==> config.mk <==
export PLATFORM = sky130hd
export DESIGN_NAME = weight_az_multi
export DESIGN_NICKNAME = d
export VERILOG_FILES = /design/src/rtl/weight_az_multi.sv
export SDC_FILE = /design/constraint.sdc
export NUM_CORES = 2
export LEC_CHECK = 0
export ABC_AREA = 1
export ABC_CLOCK_PERIOD_IN_PS = 8940
export CELL_PAD_IN_SITES_DETAIL_PLACEMENT = 0
export CELL_PAD_IN_SITES_GLOBAL_PLACEMENT = 1
export CORE_UTILIZATION = 40
export CTS_BUF_LIST = sky130_fd_sc_hd__clkbuf_8
export CTS_CLUSTER_SIZE = 14
export DETAILED_ROUTE_END_ITERATION = 10
export GPL_TIMING_DRIVEN = 0
export HOLD_SLACK_MARGIN = 0.12
export PLACE_DENSITY_LB_ADDON = 0.2
export SLEW_MARGIN = 30
export SYNTH_ARGS = -nofsm -noshare
export SYNTH_HDL_FRONTEND = slang
export SYNTH_SLANG_ARGS = --single-unit
export TNS_END_PERCENT = 1
==> constraint.sdc <==
create_clock -name clk -period 8.94 [get_ports clk]
set_clock_uncertainty 0.15 [all_clocks]
set_input_delay 1.341 -clock clk [delete_from_list [all_inputs] [get_ports clk]]
set_output_delay 1.341 -clock clk [all_outputs]
set_load 0.05 [all_outputs]
==> src/rtl/weight_az_multi.sv <==
// LPC bandwidth expansion: ap[i] = round(a[i] * gamma^i) in Q15, one or two gamma sets
// per start/done transaction, all operands fetched from and results written to scratch memory.
module weight_az_multi #(
  parameter int M      = 10,
  parameter int ADDR_W = 12,
  parameter int MEM_W  = 32
) (
  input  logic              clk,
  input  logic              reset,
  input  logic              start,
  input  logic              dual,
  input  logic [ADDR_W-1:0] A,
  input  logic [ADDR_W-1:0] AP,
  input  logic [ADDR_W-1:0] AP2,
  input  logic [ADDR_W-1:0] gammaAddr,
  input  logic [MEM_W-1:0]  readIn,
  output logic [ADDR_W-1:0] readRequested,
  output logic [ADDR_W-1:0] writeRequested,
  output logic [MEM_W-1:0]  dataOut,
  output logic              write,
  output logic              done,
  output logic              busy,
  output logic [2:0]        o_state
);

  localparam int IW = (M < 2) ? 1 : $clog2(M + 1);

  typedef enum logic [2:0] {
    S_IDLE  = 3'd0,
    S_G_RD  = 3'd1,
    S_G_LAT = 3'd2,
    S_A_RD  = 3'd3,
    S_A_LAT = 3'd4,
    S_WR    = 3'd5,
    S_DONE  = 3'd6
  } state_t;

  // Handshake: start is a single-cycle request taken only in IDLE while not already
  // committed (r_busy low); done is a single-cycle completion pulse with busy low.

  state_t            r_state, w_next;
  logic              r_busy, r_set, r_dual;
  logic [ADDR_W-1:0] r_a_base, r_ap_base, r_ap2_base, r_g_base, r_rd_last, w_rd_addr;
  logic [15:0]       r_gam, r_fac, r_coef, w_ap, w_fac_next;
  logic [IW-1:0]     r_i;
  logic              w_accept, w_last;
  logic              w_unused_rd_hi;

  // ITU-style 16x16 -> 32 fractional multiply; only -1 * -1 overflows.
  function automatic logic [31:0] f_mul(input logic [15:0] x, input logic [15:0] y);
    logic signed [31:0] p;
    p = $signed({{16{x[15]}}, x}) * $signed({{16{y[15]}}, y});
    if (x == 16'h8000 && y == 16'h8000) f_mul = 32'h7FFF_FFFF;
    else f_mul = p <<< 1;
  endfunction

  function automatic logic [15:0] f_rnd(input logic [31:0] l);
    logic [32:0] s;
    s = {l[31], l} + 33'h0_0000_8000;
    if (!s[32] && s[31]) f_rnd = 16'h7FFF;
    else f_rnd = s[31:16];
  endfunction

  assign w_unused_rd_hi = ^readIn[MEM_W-1:16];
  assign w_last     = (r_i == IW'(M));
  assign w_accept   = (r_state == S_IDLE) && !r_busy && start;
  assign w_ap       = (r_i == '0) ? r_coef : f_rnd(f_mul(r_coef, r_fac));
  assign w_fac_next = f_rnd(f_mul(r_fac, r_gam));

  always_comb begin
    w_next = r_state;
    case (r_state)
      S_IDLE:  if (r_busy) w_next = S_G_RD;
      S_G_RD:  w_next = S_G_LAT;
      S_G_LAT: w_next = S_A_RD;
      S_A_RD:  w_next = S_A_LAT;
      S_A_LAT: w_next = S_WR;
      S_WR: begin
        if (!w_last) w_next = S_A_RD;
        else if (r_dual && !r_set) w_next = S_G_RD;
        else w_next = S_DONE;
      end
      S_DONE:  w_next = S_IDLE;
      default: w_next = S_IDLE;
    endcase
  end

  // Read address is live only in the RD states and otherwise holds its last value.
  always_comb begin
    w_rd_addr = r_rd_last;
    case (r_state)
      S_G_RD:  w_rd_addr = r_g_base + ADDR_W'(r_set);
      S_A_RD:  w_rd_addr = r_a_base + ADDR_W'(r_i);
      default: w_rd_addr = r_rd_last;
    endcase
  end

  assign readRequested  = w_rd_addr;
  assign write          = (r_state == S_WR);
  assign writeRequested = write ? ((r_set ? r_ap2_base : r_ap_base) + ADDR_W'(r_i)) : '0;
  assign dataOut        = write ? {{(MEM_W-16){w_ap[15]}}, w_ap} : '0;
  assign done           = (r_state == S_DONE);
  assign busy           = r_busy;
  assign o_state        = r_state;

  always_ff @(posedge clk or negedge reset) begin
    if (!reset) r_state <= S_IDLE;
    else        r_state <= w_next;
  end

  always_ff @(posedge clk or negedge reset) begin
    if (!reset) begin
      r_busy     <= 1'b0;
      r_set      <= 1'b0;
      r_dual     <= 1'b0;
      r_a_base   <= '0;
      r_ap_base  <= '0;
      r_ap2_base <= '0;
      r_g_base   <= '0;
      r_rd_last  <= '0;
      r_gam      <= '0;
      r_fac      <= '0;
      r_coef     <= '0;
      r_i        <= '0;
    end else begin
      r_rd_last <= w_rd_addr;
      if (w_accept) begin
        r_a_base   <= A;
        r_ap_base  <= AP;
        r_ap2_base <= AP2;
        r_g_base   <= gammaAddr;
        r_dual     <= dual;
        r_set      <= 1'b0;
        r_busy     <= 1'b1;
      end
      case (r_state)
        S_G_LAT: begin
          r_gam <= readIn[15:0];
          r_fac <= readIn[15:0];
          r_i   <= '0;
        end
        S_A_LAT: r_coef <= readIn[15:0];
        S_WR: begin
          // fac stays gamma^1 through index 1, then advances after each use.
          if (r_i != '0) r_fac <= w_fac_next;
          if (!w_last) r_i <= r_i + IW'(1);
          else if (r_dual && !r_set) r_set <= 1'b1;
          else r_busy <= 1'b0;
        end
        default: ;
      endcase
    end
  end

endmodule

==> run summary <==
# H-tree levels - 4
GR Util All Layers - 25.8%
# rows - 98
Cell Area, Synth - 0.0288 mm²
IO Pins - 146
DR WL/cell - 17.7 µm
fin. max-slew vios - 0
Syn Nets - 4766
Slowest Stage Delay on Critical Path - 0.58 ns
crit-path max FO - 10
#FFs+latches synth - 118
CP startpoint kind - flip-flop
Num CTS Buffers - 17
Critical Path AT - 7.37 ns
CTS Root Cell - clkbuf_8
CTS Buffer Depth - 2
top cell type's share of synthesized area - 35.6%
yosys synthesis warning count - 0
status - complete, no violations
Tightest Pin Transition - 0.973 ns
share of layout cells above drive strength 1 - 9.31%
Top cell by count, worst path - fa_1
met2 usage - 43.3%
worst hold path class - flip-flop to flip-flop
Hold Vio Cnt, Final - 0
initial antenna violation count - 2
Final setup viols - 0
worst skew pair latency - 0.47 ns
# DRC - 0
die width - 270 µm
Critical Path End Type - output port
Synth area leaders - fa_1 (36%), nand2_1 (15%), inv_1 (15%)
1st-pass router iterations - 5
met1 usage - 34.3%
IO buf count - 129
initial cell density of the core - 40.4%
CTS tree - built
first-pass GRT wire length - 144000 µm
DR vias/cell - 4.78
area of the core - 0.0714 mm²
period utilization - 99.1%
Final Wtd Congestion - 0.901
data required time of the critical path - 7.45 ns
largest area contributor in the synthesized netlist - fa_1
grt total ovfl - 0
met3 usage - 4.13%
Slew HR - 35.1%
# diodes - 0
max_cap viols - 0
die area - 0.0731 mm²
Nets - 4921
fin worst setup slack - 0.0760 ns
Max stage delay cell, worst path - fa_1
WL final - 90800 µm
post-synthesis sequential area ratio - 10.3%
area grow syn2layout - 13.0%
clock sink count - 118
Die Y - 270 µm
vias in the first global route - 25303
Fill cells - 7534
RSZ-0062 raised after global routing - yes
synth unique cells - 48
pre-CTS setup slack - -1.59 ns
grt peak-use layer - met2
maximum number of pins on one net before global-route repair - 65
min cycle time layout - 8.86 ns
cell count after synthesis - 4001
Synth Area per Inst - 7.20 µm²
Crit Path Category - flip-flop to output port
Post-DP HPWL - 75600 µm
post-route antenna net violation count - 0
drt first-iter violations - 1478
Max Clock Freq - 0.113 GHz
CTS clock-pin slew for the worst setup and hold paths - 0.08 ns
Vias - 24447
==> flip-flops by register name, summed over array words and instances (netlist names), 3 cells and up <==
signal / count
r_coef: 16
r_fac: 16
r_gam: 16
r_a_base: 12
r_ap2_base: 12
r_ap_base: 12
r_g_base: 12
r_rd_last: 12
r_i: 4
o_state: 3
==> worst max-delay path, delay by kind of cell (launching register included) <==
family	cells	cell delay, ns
simple gates	8	1.05
fa+ha+maj	7	3.46
compound gates	5	0.78
flops	1	0.51
buf+inv	8	1.08
==> metal layers <==
metal  wire (µm)  vias up
li1            -    11806
met2       43000      661
met4        2510        2
met5          13        -
met3        6240      118
met1       39000    11860
==> metrics by stage <==
step	setup TNS, ns	util (%)	instances	instance area (µm²)	hold WS [ns]
6_report	0	45.6	5118	32600	0.356
3_5_place_dp	-47.86	43.9	5081	31300	0.331
2_1_floorplan	0	-	4001	28800	0.321
3_3_place_gp	-61.82	43.8	5080	31300	0.325
5_1_grt	-5.56	45.6	5118	32600	0.372
4_1_cts	-0.0222	44.9	5103	32100	0.359
==> timing repair <==
item | CTS | global route
buffers inserted | 9 | 16
setup endpoints to repair | 32 | 32
endpoints found under the hold margin | 0 | 0
gates cloned | 0 | 0
pin swaps | 9 | 17
gates resized for setup | 328 | 129
hold buffers | 0 | 0
==> path summary, 6_finish.rpt <==
check	startpoint	to	slack (ns)	depth (start not counted)
min in group asynchronous	reset	r_ap_base[4]	0.66	1
min reg2reg	r_rd_last[2]	r_rd_last[2]	0.36	2
max in group asynchronous	reset	r_fac[13]	7.32	2
max	r_fac[6]	dataOut[12]	0.08	28
min	r_rd_last[2]	r_rd_last[2]	0.36	2
max reg2reg	r_gam[7]	r_fac[11]	0.76	32
==> final cells by class <==
cell class / count / area (µm²) / area share (%)
well taps: 950 / 1190 / 3.65
multi-input cells: 2578 / 21300 / 65.3
clock inverters: 13 / 189 / 0.580
repair buffers: 155 / 1480 / 4.54
plain buffers: 151 / 948 / 2.91
inverters: 1135 / 4270 / 13.1
clock buffers: 18 / 248 / 0.761
flip-flops and latches: 118 / 2990 / 9.18
==> cells in the mapped netlist, drive strengths merged <==
cell     count
xor2        12
nor3        36
o31ai        1
a21boi       2
a21oi      118
a2111oi      1
nor4         3
nor2       229
nand3      152
a22oi        1
o311ai       2
o221ai       1
o21ai       78
a211oi       1
a31oi        3
nand2     1148
inv       1135
dfrtp      118
buf         66
nand3b       1
fa         512
o21bai       7
xnor2        7
ha         169
and3         3
mux2i        3
nand4       28
nor3b        2
or2         14
o211ai       5
clkbuf     104
and2         2
o21a         1
mux2        36
==> logic make-up (layout without fill, tap and decap cells) <==
| family | after synthesis | in the layout | share of synthesized area (%) |
|---|---|---|---|
| multiplexers | 39 | 39 | 1.51 |
| flip-flops | 118 | 118 | 10.3 |
| buffers and inverters | 1305 | 1472 | 17.4 |
| XOR/XNOR | 19 | 19 | 0.578 |
| AO/OA/AOI/OAI | 221 | 221 | 4.19 |
| AND/OR/NAND/NOR | 1618 | 1618 | 23.1 |
| adder cells (fa/ha/maj) | 681 | 681 | 42.9 |
==> cells in the final DEF, fill, tap and decap left out, types with 6 or more instances in the layout <==
cell type,instances
o21ai_0,77
clkbuf_4,14
inv_1,1120
nor3_2,12
ha_2,6
nor2_1,198
nand3_1,127
clkbuf_2,11
mux2_2,36
dfrtp_1,103
xor2_1,12
clkbuf_8,19
nand3_2,21
buf_4,75
dfrtp_2,8
nand2_1,1130
buf_1,12
a21oi_2,14
a21oi_1,96
nand4_1,28
clkdlybuf4s50_1,96
clkbuf_1,45
xnor2_1,7
inv_2,16
buf_2,23
nor2_2,17
or2_2,14
nand2_2,15
buf_6,22
dfrtp_4,7
nor2_4,13
ha_1,158
a21oi_4,8
fa_1,510
o21bai_1,7
nor3_1,24
Power is not shown: default switching activity piles up to over one toggle a cycle in this logic, so the estimate is an artifact.
